[src/rtl/instruction_loader_if.sv]
// Byte-stream / RAM-write bus between the program source, the instruction loader and the instruction store.
// The master modport is the source side and the slave modport is the loader side.
interface instruction_loader_if #(
    parameter int ADDR_WIDTH = 16
);
    logic                  iStart;
    logic [7:0]            iByte;
    logic                  iByteValid;
    logic                  oByteReady;
    logic                  oWriteEnable;
    logic [ADDR_WIDTH-1:0] oWriteAddress;
    logic [27:0]           oWriteData;
    logic                  oCpuHold;
    logic                  oDone;
    logic                  oError;

    modport master (
        output iStart, iByte, iByteValid,
        input  oByteReady, oWriteEnable, oWriteAddress, oWriteData, oCpuHold, oDone, oError
    );

    modport slave (
        input  iStart, iByte, iByteValid,
        output oByteReady, oWriteEnable, oWriteAddress, oWriteData, oCpuHold, oDone, oError
    );
endinterface

[src/rtl/instruction_loader.sv]
// Packs a length-prefixed byte stream into 28-bit words and writes them to sequential RAM addresses.
// Define LOADER_CHECKSUM_EN to consume and verify a trailing XOR checksum byte.
module instruction_loader #(
    parameter int ADDR_WIDTH   = 16,
    parameter int BASE_ADDRESS = 0,
    parameter int MAX_WORDS    = 256
) (
    input  logic                 Clock,
    input  logic                 Reset,
    instruction_loader_if.slave  bus
);
    localparam logic [ADDR_WIDTH-1:0] BASE = ADDR_WIDTH'(BASE_ADDRESS);
    localparam logic [16:0]           MAXW = 17'(MAX_WORDS);

`ifdef LOADER_CHECKSUM_EN
    typedef enum logic [2:0] {IDLE, LEN_HI, LEN_LO, DATA, WRITE, DONE, ERROR, CHECK} state_t;
    localparam state_t FINISH = CHECK;
`else
    typedef enum logic [2:0] {IDLE, LEN_HI, LEN_LO, DATA, WRITE, DONE, ERROR} state_t;
    localparam state_t FINISH = DONE;
`endif

    state_t                state, nxt;
    logic [15:0]           len;
    logic [15:0]           wcnt;
    logic [1:0]            bidx;
    logic [ADDR_WIDTH-1:0] addr;
    logic [27:0]           wdata;
    logic                  rdy;
    logic                  accept;
    logic [15:0]           len_in;
`ifdef LOADER_CHECKSUM_EN
    logic [7:0]            chk;
`endif

    assign accept = bus.iByteValid & rdy;
    assign len_in = {len[15:8], bus.iByte};

    always_ff @(posedge Clock) begin
        if (!Reset) state <= IDLE;
        else        state <= nxt;
    end

    always_comb begin
        nxt = state;
        rdy = 1'b0;
        case (state)
            IDLE, DONE, ERROR: if (bus.iStart) nxt = LEN_HI;
            LEN_HI: begin
                rdy = 1'b1;
                if (accept) nxt = LEN_LO;
            end
            LEN_LO: begin
                rdy = 1'b1;
                if (accept) begin
                    if (len_in == 16'd0)           nxt = FINISH;
                    else if ({1'b0, len_in} > MAXW) nxt = ERROR;
                    else                            nxt = DATA;
                end
            end
            DATA: begin
                rdy = 1'b1;
                if (accept && bidx == 2'd3) nxt = WRITE;
            end
            WRITE: nxt = (wcnt + 16'd1 == len) ? FINISH : DATA;
`ifdef LOADER_CHECKSUM_EN
            CHECK: begin
                rdy = 1'b1;
                if (accept) nxt = (bus.iByte == chk) ? DONE : ERROR;
            end
`endif
            default: nxt = IDLE;
        endcase
    end

    // Byte 0 of each word carries only a nibble; the word is assembled in place so it is stable during the strobe.
    always_ff @(posedge Clock) begin
        if (!Reset) begin
            len   <= '0;
            wcnt  <= '0;
            bidx  <= '0;
            addr  <= BASE;
            wdata <= '0;
`ifdef LOADER_CHECKSUM_EN
            chk   <= '0;
`endif
        end else begin
            case (state)
                IDLE, DONE, ERROR: if (bus.iStart) begin
                    wcnt <= '0;
                    bidx <= '0;
                    addr <= BASE;
`ifdef LOADER_CHECKSUM_EN
                    chk  <= '0;
`endif
                end
                LEN_HI: if (accept) len[15:8] <= bus.iByte;
                LEN_LO: if (accept) len[7:0]  <= bus.iByte;
                DATA: if (accept) begin
                    bidx <= bidx + 2'd1;
`ifdef LOADER_CHECKSUM_EN
                    chk  <= chk ^ bus.iByte;
`endif
                    case (bidx)
                        2'd0:    wdata[27:24] <= bus.iByte[3:0];
                        2'd1:    wdata[23:16] <= bus.iByte;
                        2'd2:    wdata[15:8]  <= bus.iByte;
                        default: wdata[7:0]   <= bus.iByte;
                    endcase
                end
                WRITE: begin
                    addr <= addr + ADDR_WIDTH'(1);
                    wcnt <= wcnt + 16'd1;
                end
                default: ;
            endcase
        end
    end

    assign bus.oByteReady    = rdy;
    assign bus.oWriteEnable  = (state == WRITE);
    assign bus.oWriteAddress = addr;
    assign bus.oWriteData    = wdata;
    assign bus.oCpuHold      = (state != IDLE) && (state != DONE);
    assign bus.oDone         = (state == DONE);
    assign bus.oError        = (state == ERROR);
endmodule

[src/flat_wrapper.sv]
// flat-port wrapper written by rule: the top's interface ports become plain ports
module instruction_loader_flat 
#(
    parameter int ADDR_WIDTH   = 16,
    parameter int BASE_ADDRESS = 0,
    parameter int MAX_WORDS    = 256
)
  (Clock, Reset, bus_iStart, bus_iByte, bus_iByteValid, bus_oByteReady, bus_oWriteEnable, bus_oWriteAddress, bus_oWriteData, bus_oCpuHold, bus_oDone, bus_oError);
  instruction_loader_if #(.ADDR_WIDTH(ADDR_WIDTH)) bus_i ();
  input  logic Clock;
  input  logic Reset;
  input wire logic [$bits(bus_i.iStart)-1:0] bus_iStart;
  input wire logic [$bits(bus_i.iByte)-1:0] bus_iByte;
  input wire logic [$bits(bus_i.iByteValid)-1:0] bus_iByteValid;
  output wire logic [$bits(bus_i.oByteReady)-1:0] bus_oByteReady;
  output wire logic [$bits(bus_i.oWriteEnable)-1:0] bus_oWriteEnable;
  output wire logic [$bits(bus_i.oWriteAddress)-1:0] bus_oWriteAddress;
  output wire logic [$bits(bus_i.oWriteData)-1:0] bus_oWriteData;
  output wire logic [$bits(bus_i.oCpuHold)-1:0] bus_oCpuHold;
  output wire logic [$bits(bus_i.oDone)-1:0] bus_oDone;
  output wire logic [$bits(bus_i.oError)-1:0] bus_oError;
  assign bus_i.iStart = bus_iStart;
  assign bus_i.iByte = bus_iByte;
  assign bus_i.iByteValid = bus_iByteValid;
  assign bus_oByteReady = bus_i.oByteReady;
  assign bus_oWriteEnable = bus_i.oWriteEnable;
  assign bus_oWriteAddress = bus_i.oWriteAddress;
  assign bus_oWriteData = bus_i.oWriteData;
  assign bus_oCpuHold = bus_i.oCpuHold;
  assign bus_oDone = bus_i.oDone;
  assign bus_oError = bus_i.oError;
  instruction_loader #(.ADDR_WIDTH(ADDR_WIDTH), .BASE_ADDRESS(BASE_ADDRESS), .MAX_WORDS(MAX_WORDS)) u_core (.Clock(Clock), .Reset(Reset), .bus(bus_i));
endmodule
[config.mk]
export PLATFORM = sky130hd
export DESIGN_NAME = instruction_loader_flat
export DESIGN_NICKNAME = d
export VERILOG_FILES = /design/src/rtl/instruction_loader_if.sv /design/src/rtl/instruction_loader.sv /design/src/flat_wrapper.sv
export SDC_FILE = /design/constraint.sdc
export NUM_CORES = 1
export LEC_CHECK = 0
export ABC_AREA = 1
export CAP_MARGIN = 20
export CORE_MARGIN = 1.5
export CORE_UTILIZATION = 25
export CTS_CLUSTER_DIAMETER = 30
export DETAILED_ROUTE_END_ITERATION = 8
export PLACE_DENSITY = 0.41
export SYNTH_ARGS = -nofsm -noshare
export SYNTH_HDL_FRONTEND = slang
export SYNTH_SLANG_ARGS = --single-unit
[constraint.sdc]
create_clock -name Clock -period 2 [get_ports Clock]
set_clock_uncertainty 0.05 [all_clocks]
set_input_delay 0.4 -clock Clock [delete_from_list [all_inputs] [get_ports Clock]]
set_output_delay 0.4 -clock Clock [all_outputs]
set_load 0.005 [all_outputs]
==> out/metrics.cfg <==
[sta]
min_period_over_period_pct = 101
maxSlewHeadroom_pct = 78.0
tns_ps = -22.5
drv_slew = 0
fmax_mhz = 494
setup_viol = 1
whs_ps = 422
tightestPinTransition_ps = 329
hold_viol = 0
rsz0062_at_grt = true
worst_slack_ps = -22.5
min_period_ps = 2020

[global_routing]
grt_pass1_wl_microns = 22200
overflow = 0
grt_max_degree = 33
grt_pass1_vias = 4236
antenna_found_initial = 0
grt_util_all_layers_pct = 16.2

[floorplanning]
rows = 47
ios = 61
core-area_sq_mm = 0.0165
die_w_microns = 133
die_h_microns = 133
die_area_sq_mm = 0.0176
start_util_pct = 25.5

[synth]
synth_ff_type = dfxtp_1
synth.top_cell.area_share_pct = 38.5
synthesis.area_sq_mm = 0.00421
syn-num-nets = 652
yosys-top-cells-area = dfxtp_1 (39%), nand2_1 (13%), a21oi_1 (7.4%)
async_flop_share_pct = 0
ys_seq_elements = 81
synth.distinct_cells = 37
synth-edff-count = 0
ys_warn_count = 0
yosys.area.top_type = dfxtp_1
ys_seq_area_share_pct = 38.5
syn_inst = 634
syn_area_per_cell_sq_um = 6.64

[worst_setup_path]
worstPathMaxFanout = 3
cpPeakStageDelay_ps = 350
critPathKind = reg2reg
worstSetupStartpointType = flop
r2r_cells = 15
slowest_stage = dfxtp_2
rrSetupSlack_ps = -20
cp.arrival_ps = 2260
crit_path_end_kind = flop
cp.required_ps = 2240
r2r_end = u_core.bus.oWriteAddress[14]
r2r_start = u_core.bus.oWriteAddress[1]
crit_top_cell = nand2_1
crit_chain = ha_4 -> nand2_4 -> nor2_4 -> nand2_2 -> nor2_2 -> nand2_1 -> nor2_2 -> nand2_1 -> nor2_2 -> nand3_2 -> nor2_4 -> nand2_1 -> nand2_1 -> nand3_2 -> a21oi_2
critPathBufInv = 0
critPathTopFamily = simple AND/OR/NAND/NOR gates

[routing]
vias = 4346
wirelength_microns = 13700
drt_iter0_markers = 260
ant_nets = 0
avgRoutedWirePerCell_microns = 14.3
via_per_inst = 4.53
remaining_drc_errors = 0
drt-pass1-iter-count = 4

[clocking]
cts_buffers = 9
cts_tree = done
clkLatencyLatePin_ps = 350
clockRootBuffer = clkbuf_16
clock-sinks = 81
path_clk_slew_ps = 70
htree_levels = 3
clockBufferDepth = 2

[job]
drv_cap = 0

[layout]
diodes = 0
final_util_pct = 35.6
drive_gt1_share_pct = 18.1
area_growth_pct = 39.7
nNetsFinal = 753
mostFrequentLayoutCell = nand2_1
final_area_sq_mm = 0.00588
final_cell_mix = nand2_1 (143), nor2_1 (71), inv_1 (67), dfxtp_1 (67), a21oi_1 (61)
final-instance-count-excl-fill = 960

[min_path]
min_from = u_core.len[1]
holdPathStages = 2
worstHoldPathType = reg2reg
hold_end = u_core.len[1]

[power]
power.density_mw_per_mm2 = 855
power_leakage_nw = 2.27
irDropWorstVdd_mv = 0.361

[placed_design]
port_buffers = 60
placed_area_sq_mm = 0.00534
dp.cells = 939
hpwlAfterDp_microns = 10200
gp_congestion = 0.809

[status]
status = finished, violations left
violations = negative setup slack

-- kinds of logic (layout without fill, tap and decap cells) --
| logic type | count (synthesis) | count (layout) | synth area share [%] |
|---|---|---|---|
| fa+ha+maj | 6 | 6 | 1.78 |
| compound gates | 137 | 137 | 17.7 |
| flops | 81 | 81 | 38.5 |
| buf+inv | 89 | 195 | 8.53 |
| xor+xnor | 1 | 1 | 0.208 |
| simple gates | 320 | 320 | 33.3 |
-- stage by stage --
stage               worst slack, ps  power (mW)
floorplan                       215        2.68
global placement              -11.6        3.17
detailed placement            -26.1        3.17
CTS                            12.7        5.06
global route                   -246        5.34
finish                        -22.5        5.03
-- worst max-delay path by stage --
stage                                      startpoint                            to  slack [ps]  cells after the start
after CTS                 u_core.bus.oWriteAddress[0]  u_core.bus.oWriteAddress[14]          10                     15
after detailed placement               u_core.wcnt[4]               u_core.state[1]         -30                     13
after floorplan           u_core.bus.oWriteAddress[0]  u_core.bus.oWriteAddress[14]         210                     15
after global placement                   bus_iByte[6]               u_core.state[2]         -10                     10
final                     u_core.bus.oWriteAddress[1]  u_core.bus.oWriteAddress[14]         -20                     15
after global routing      u_core.bus.oWriteAddress[1]  u_core.bus.oWriteAddress[14]        -250                     15
-- state kept, by name, indices dropped and copies added (netlist names) --
register / flops
u_core.bus.oWriteData: 28
u_core.state: 3
u_core.bidx: 2
u_core.bus.oWriteAddress: 16
u_core.wcnt: 16
u_core.len: 16
-- where the power goes --
group          switching, mW  internal [mW]  total (mW)
Sequential             0.101           1.74        1.84
Combinational          0.807          0.505        1.31
Clock                  0.766           1.11        1.87
Total                   1.67           3.35        5.03
-- layer usage --
layer | vias up | share of wire [%] | GRT usage (%)
li1 | 2282 | - | -
met1 | 1981 | 48 | 21.4
met2 | 71 | 46 | 25.9
met3 | 12 | 4.8 | 3.60
met4 | 0 | 1.4 | 5.49
met5 | - | 0 | 0
-- timing repair --
item | in CTS | in global routing
gates resized for setup | 11 | 49
pin swaps | 1 | 22
setup buffers | 4 | 2
hold buffers | 0 | 0
endpoints found under the setup margin | 6 | 7
-- worst min-delay path, cell delays in order, from the launching register on --
cell	delay [ps]
dfxtp_1	300
inv_1	70
a21oi_1	60
-- area by class of cell --
cell class,count,area [sq um]
repair buffers,108,997
clock buffers,9,225
multi-input cells,464,2370
clock inverters,7,101
inverters,71,267
flip-flops and latches,81,1650
well taps,220,275
fillers,1733,10600
-- Yosys cell counts, types with 2 or more instances --
| cell | n |
|---|---|
| a211oi_1 | 3 |
| a21oi_1 | 62 |
| a21oi_2 | 2 |
| a221oi_1 | 2 |
| buf_2 | 2 |
| buf_4 | 4 |
| clkbuf_1 | 10 |
| dfxtp_1 | 81 |
| ha_1 | 6 |
| inv_1 | 68 |
| inv_2 | 2 |
| nand2_1 | 151 |
| nand2_2 | 4 |
| nand3_1 | 52 |
| nand3b_1 | 4 |
| nand4_1 | 11 |
| nor2_1 | 80 |
| nor2_2 | 6 |
| nor2_4 | 4 |
| o21ai_0 | 59 |
| o21ai_1 | 2 |
| or2_2 | 4 |
(Power assumes the default switching activity.)
